<file path="src/rtl/mem_arb_pkg.sv">
// mem_arb_pkg: shared FSM states, port index type and funct3 access widths for mem_port_arbiter.
package mem_arb_pkg;
  typedef enum logic [1:0] {IDLE, ACCESS, RESP} state_t;
  typedef logic port_t;
  localparam logic [2:0] BYTE   = 3'b000;
  localparam logic [2:0] HALF   = 3'b001;
  localparam logic [2:0] WORD   = 3'b010;
  localparam logic [2:0] BYTE_U = 3'b100;
  localparam logic [2:0] HALF_U = 3'b101;
endpackage

</file>
<file path="src/rtl/rr_select2.sv">
// rr_select2: two-way round-robin pick; on contention the port not granted last wins.
module rr_select2 import mem_arb_pkg::*; (
  input  logic [1:0] req,
  input  port_t      last,
  output port_t      winner,
  output logic       valid
);
  assign valid  = |req;
  assign winner = &req ? ~last : req[1];
endmodule

</file>
<file path="src/rtl/mem_port_arbiter.sv">
// mem_port_arbiter: two-port round-robin memory arbiter; MEM_ARB_TIMEOUT_EN enables the ACCESS watchdog.
module mem_port_arbiter import mem_arb_pkg::*; #(
  parameter int ADDR_W         = 32,
  parameter int DATA_W         = 32,
  parameter int TIMEOUT_CYCLES = 64
) (
  input  logic              clk,
  input  logic              reset,
  input  logic              req_0,
  input  logic              we_0,
  input  logic [ADDR_W-1:0] addr_0,
  input  logic [DATA_W-1:0] wdata_0,
  input  logic [2:0]        width_0,
  output logic              gnt_0,
  output logic              rvalid_0,
  output logic [DATA_W-1:0] rdata_0,
  output logic              err_0,
  input  logic              req_1,
  input  logic              we_1,
  input  logic [ADDR_W-1:0] addr_1,
  input  logic [DATA_W-1:0] wdata_1,
  input  logic [2:0]        width_1,
  output logic              gnt_1,
  output logic              rvalid_1,
  output logic [DATA_W-1:0] rdata_1,
  output logic              err_1,
  output logic              mem_req,
  output logic              mem_we,
  output logic [ADDR_W-1:0] mem_addr,
  output logic [DATA_W-1:0] mem_wdata,
  output logic [2:0]        mem_width,
  input  logic [DATA_W-1:0] mem_rdata,
  input  logic              mem_ready,
  output logic              stall_core
);
  state_t state, state_nx;
  port_t last, sel, winner;
  logic win_valid, grant, done, timeout, we_q, err_q;
  logic [ADDR_W-1:0] addr_q;
  logic [DATA_W-1:0] wdata_q, rdata_q;
  logic [2:0] width_q;
  rr_select2 u_rr (
    .req    ({req_1, req_0}),
    .last   (last),
    .winner (winner),
    .valid  (win_valid)
  );
`ifdef MEM_ARB_TIMEOUT_EN
  localparam int CNT_W = $clog2(TIMEOUT_CYCLES + 1);
  logic [CNT_W-1:0] cnt;
  always_ff @(posedge clk)
    cnt <= (reset || grant) ? '0 : (state == ACCESS ? cnt + 1'b1 : cnt);
  assign timeout = state == ACCESS && !mem_ready && cnt == CNT_W'(TIMEOUT_CYCLES - 1);
`else
  logic unused_timeout;
  assign unused_timeout = TIMEOUT_CYCLES != 0;
  assign timeout = 1'b0;
`endif
  // A grant during reset would be lost, so reset masks it.
  assign grant = state == IDLE && win_valid && !reset;
  assign done  = state == ACCESS && (mem_ready || timeout);
  always_ff @(posedge clk) begin
    if (reset) begin
      state   <= IDLE;
      last    <= 1'b1;
      sel     <= 1'b0;
      we_q    <= 1'b0;
      addr_q  <= '0;
      wdata_q <= '0;
      width_q <= '0;
      rdata_q <= '0;
      err_q   <= 1'b0;
    end else begin
      state <= state_nx;
      if (grant) begin
        last    <= winner;
        sel     <= winner;
        we_q    <= winner ? we_1 : we_0;
        addr_q  <= winner ? addr_1 : addr_0;
        wdata_q <= winner ? wdata_1 : wdata_0;
        width_q <= winner ? width_1 : width_0;
        err_q   <= 1'b0;
      end
      if (done) begin
        rdata_q <= (we_q || timeout) ? '0 : mem_rdata;
        err_q   <= timeout;
      end
    end
  end
  always_comb begin
    state_nx   = state == IDLE ? (grant ? ACCESS : IDLE) : state == ACCESS ? (done ? RESP : ACCESS) : IDLE;
    gnt_0      = grant && !winner;
    gnt_1      = grant && winner;
    mem_req    = state == ACCESS;
    mem_we     = state == ACCESS && we_q;
    mem_addr   = addr_q;
    mem_wdata  = wdata_q;
    mem_width  = width_q;
    rvalid_0   = state == RESP && !sel;
    rvalid_1   = state == RESP && sel;
    rdata_0    = rvalid_0 ? rdata_q : '0;
    rdata_1    = rvalid_1 ? rdata_q : '0;
    err_0      = rvalid_0 && err_q;
    err_1      = rvalid_1 && err_q;
    stall_core = req_0 && !rvalid_0;
  end
endmodule
</file>
<file path="config.mk">
export PLATFORM = sky130hd
export DESIGN_NAME = mem_port_arbiter
export DESIGN_NICKNAME = d
export VERILOG_FILES = /design/src/rtl/mem_arb_pkg.sv /design/src/rtl/rr_select2.sv /design/src/rtl/mem_port_arbiter.sv
export SDC_FILE = /design/constraint.sdc
export NUM_CORES = 1
export LEC_CHECK = 0
export BUFFER_PORTS_ARGS = -buffer_cell sky130_fd_sc_hd__clkbuf_2
export CORE_AREA = 2 2 120 122
export DETAILED_ROUTE_END_ITERATION = 6
export DIE_AREA = 0 0 122 124
export GPL_ROUTABILITY_DRIVEN = 0
export PLACE_DENSITY_LB_ADDON = 0.12
export SYNTH_ARGS = -nofsm -noshare
export SYNTH_HDL_FRONTEND = slang
export SYNTH_HIERARCHICAL = 1
export SYNTH_SLANG_ARGS = --single-unit
</file>
<file path="constraint.sdc">
create_clock -name clk -period 2.2 [get_ports clk]
set_clock_uncertainty 0.1 [all_clocks]
set_input_delay 0.44 -clock clk [delete_from_list [all_inputs] [get_ports clk]]
set_output_delay 0.44 -clock clk [all_outputs]
set_load 0.005 [all_outputs]
</file>
# ---- After elaboration in Yosys (flattened, before gate mapping)
# Cells that the tools add are included.
dict set report totals {
  output_inout_bits 140
  ff_bits 104
  in_bits 173
}
dict set report op_classes {
  n_eq_ne 2
  n_reduce_logical 16
  bitwise 1
  n_mux 12
}
# cell n
set ops {}
lappend ops {{two-way mux 32 bit} 5}
lappend ops {{logical AND 1 bit} 9}
lappend ops {{two-way mux 2 bit} 3}
lappend ops {{zero test 1 bit} 4}
lappend ops {{two-way mux 1 bit} 3}
lappend ops {{two-way mux 3 bit} 1}
lappend ops {{equality test 2 x 1 -> 1 bit (second input constant)} 1}
lappend ops {{equality test 2 bit (second input constant)} 1}
lappend ops {{zero test 2 bit} 1}
lappend ops {{AND reduction 2 bit} 1}
lappend ops {{OR reduction 2 bit} 1}
lappend ops {{inverter 1 bit} 1}

# ---- Longest topological paths before layout
dict set report depth {
  ltp_word 5
  ltp_mapped 7
}

# ---- Cells and area by module
# The synthesis kept the hierarchy.
# mod cells_each n_inst area_each_um2 seq_area_each_um2
set by_module_without_submodules {}
lappend by_module_without_submodules {mem_port_arbiter 397 1 4518.1 2082.0}
lappend by_module_without_submodules {rr_select2 2 1 13.8 0.0}

# ---- Least setup slack after synthesis
# No wires, ideal clock.
dict set report synth_path {
  path_kind {input -> output}
  from {input port req_1}
  to {output port gnt_1}
  required_ns 1.660
  n_path_buf 2
  path_stages 5
  t_arrival_ns 1.384
  slack_ns 0.276
  cell_sequence {a21boi_1 -> buf_2 -> buf_1 -> inv_1 -> nor2_1}
}
dict set report synth_via {
  elab_chain_cells 4
  word_cells_on_any_way 6
  cone_classes {mux: 1; reduce/logical: 5}
}
# item line_no
set synth_rtl {}
lappend synth_rtl {{start: declaration} mem_port_arbiter.sv:18} ;# input logic req_1,
lappend synth_rtl {{OR reduction 2 bit} rr_select2.sv:8} ;# assign valid = |req;
lappend synth_rtl {{logical AND 1 bit (2 in a row)} mem_port_arbiter.sv:60} ;# assign grant = state == IDLE && win_valid && !reset;
lappend synth_rtl {{logical AND 1 bit (*)} mem_port_arbiter.sv:93} ;# gnt_1 = grant && winner;
lappend synth_rtl {{end: declaration} mem_port_arbiter.sv:23} ;# output logic gnt_1,
# Mark *: on every way between the ends. The rest lies on a longest branch, timed or not.

# ---- Worst setup path in the final report
dict set report layout_path {
  from {register state[1]}
  to {output port gnt_1}
}
dict set report layout_via {
  elab_chain_cells 4
}
# item line_no
set layout_rtl {}
lappend layout_rtl {{start: declaration} mem_port_arbiter.sv:36} ;# state_t state, state_nx;
lappend layout_rtl {{start signal: assignment} mem_port_arbiter.sv:74} ;# state <= state_nx;
lappend layout_rtl {{zero test 2 bit} mem_port_arbiter.sv:60}
lappend layout_rtl {{logical AND 1 bit (2 in a row)} mem_port_arbiter.sv:60}
lappend layout_rtl {{logical AND 1 bit} mem_port_arbiter.sv:93}
# Every way passes these cells.

==> flow_summary.toml <==
[status]
status = "finished, final reports clean"

[final_layout]
multi_input_area_um2 = 2260
finalInstanceArea_um2 = 6580
fill_cells = 1319
drive_gt1_frac = 0.526
fin_cells = 883
antennaDiodeCount = 0
regArea_um2 = 2080
final_nets = 871
syn2layout_area_growth_pct = 45.1

[global_routing]
antenna_found_initial = 0
grt_pass1_vias = 3913
grt_max_degree = 69
globalRoute.totalOverflow = 0
grt_usage = 0.167
grt_pass1_wl_mm = 19.5

[synth]
yosys_register_bits = 104
avgSynthCellArea_um2 = 11.4
synthCells = 399
ys_types = 26
async_flop_share = 0
synthTopCellsByArea = "dfxtp_1 46%, mux2i_1 15%, o2bb2ai_1 9.3%"
syn-cell-area_um2 = 4530
ys_seq_area_frac = 0.459
yosysTopAreaCellShare = 0.459
synth_ff_type = "dfxtp_1"
ys_warn_count = 6
synth.most_common_cell = "dfxtp_1"
synth_edf_count = 0
synth_commonest_cells = "104 x dfxtp_1, 69 x mux2i_1, 65 x and2_1"
yosysTopAreaCell = "dfxtp_1"

[floorplan]
core_um2 = 13700
start_util = 0.330
die_area_um2 = 15100
die-width_um = 122
fp.dieH_um = 124
num_rows = 43
num_io_pins = 313

[timing]
slew_headroom = 0.420
slew_violations = 0
fin_crit_ns = 2.11
rsz0062_at_grt = "no"
fmax_ghz = 0.473
worst_pin_slew_ns = 0.869
setup_viol = 0
setup_tns_ns = 0
finalHoldViolCount = 0
layout_worst_path_cycle_share = 0.961

[drt]
route.detailed.drc = 0
num_vias = 4131
vias_per_cell = 4.68
wl_per_cell_um = 15.1
finalWirelength_mm = 13.3
ant_nets = 0
drtPass1Iterations = 4
drt-initial-drc-count = 160

[clocking]
post_cts_buffers = 0
cts_max_path_buffers = 2
clkSlewWorstSetupHoldPaths_ns = 0.07
cts_root_buffer = "clkbuf_16"
clkLatencyLatePin_ns = 0.34
cts_tree = "done"
cts_made_buffers = 9
clock_sinks = 104
h-tree-depth = 3

[worst_setup_path]
r2r_cells = 3
crit_required_ns = 1.66
crit_chain = "or4b_4 > nor2_1 > clkbuf_2"
rrSetupSlack_ns = 0.52
critPathMaxFanout = 7
critPathMaxStageDelay_ns = 0.58
critPathArrivalTime_ns = 1.57
crit_type = "flop to output port"
cp-end-kind = "output port"
start_kind = "flop"
crit_slowest_cell = "or4b_4"
worst_r2r_startpoint = "state[1]"
rr_endpoint = "mem_addr[27]"

[power_and_ir_drop]
p_leak_uw = 0.00324
peakVddDrop_v = 0.000306
power.density_nw_per_um2 = 680
p_total_uw = 4470

[run]
max_cap_viol_count = 0

[min_path]
holdCritPathClass = "input port to flop"
min_to = "rdata_q[22]"
hp-start = "mem_rdata[22]"
hold_path_depth = 2

[placement]
portBuffers = 310
placed_area_um2 = 6270
dpl.cell_count = 867
dp_hpwl_mm = 10.3
==> layout by cell type, fill, tap and decap left out, types with 2 or more instances in the layout <==
master,n
clkbuf_2,310
clkbuf_8,2
nor2_1,3
nor2b_1,2
clkbuf_1,2
dfxtp_1,102
inv_1,3
buf_12,2
mux2i_1,69
dfxtp_2,2
o2bb2ai_2,20
a22o_1,32
conb_1,2
buf_4,12
clkbuf_16,9
clkinv_2,2
o2bb2ai_1,48
and2_1,65
==> worst max-delay path, delay by kind of cell (launching register included) <==
family | cells | cell delay, ns
buffers and inverters | 1 | 0.15
AND/OR/NAND/NOR | 2 | 0.73
flip-flops | 1 | 0.35
==> flip-flops by register name (all words and copies together), names as in the netlist <==
name       flops
last           1
mem_addr      32
mem_wdata     32
mem_width      3
rdata_q       32
sel            1
state          2
we_q           1
==> power breakdown <==
part / internal, uW / switching [uW] / leakage (uW) / total [uW]
Combinational: 393 / 353 / 0.00223 / 746
Sequential: 2040 / 97.7 / 0.000855 / 2130
Clock: 941 / 650 / 0.000150 / 1590
Total: 3370 / 1100 / 0.00324 / 4470
==> cell families after synthesis <==
kind of cell	count (synthesis)	synth area share
other cells	1	0.000827
compound gates	104	0.227
mux	69	0.152
flops	104	0.459
buf+inv	41	0.0494
simple gates	80	0.111
==> how the worst max path moves through the flow <==
stage                     startpoint      endpoint  slack [ns]  cells after the start
after floorplan                req_1         gnt_1        0.28                      5
after global placement         req_0  mem_wdata[3]        0.06                      5
after detailed placement       req_0  mem_addr[19]       0.001                      5
after CTS                   state[0]         gnt_0        0.02                      3
after global routing        state[1]         gnt_1        0.02                      3
final                       state[1]         gnt_1        0.09                      3
==> metrics by stage <==
step | utilization | setup WS, ns | hold WS (ns)
finish | 0.479 | 0.0859 | 0.210
global route | 0.479 | 0.0175 | 0.198
CTS | 0.479 | 0.0196 | 0.192
detailed placement | 0.457 | 0.00135 | 0.346
global placement | 0.457 | 0.0595 | 0.344
floorplan | - | 0.276 | 0.347
==> per-layer routing <==
layer	track usage	vias up	wire length, um
met5	0	-	0
met4	0.0675	0	225
met3	0.0417	14	1060
met2	0.292	178	6600
met1	0.195	1877	5440
li1	-	2062	-
==> repair_timing <==
action	in CTS	in global routing
gates resized for setup	0	4
setup endpoints to repair	0	56
hold buffers	0	0
==> cell type report <==
cell class,count,area share
inverter,3,0.00171
tap,180,0.0343
clock buffer,13,0.0396
timing repair buffer,325,0.257
sequential,104,0.317
multi-input combinational,255,0.344
clock inverter,3,0.00609
No activity file was read; power rests on OpenSTA's default activity.
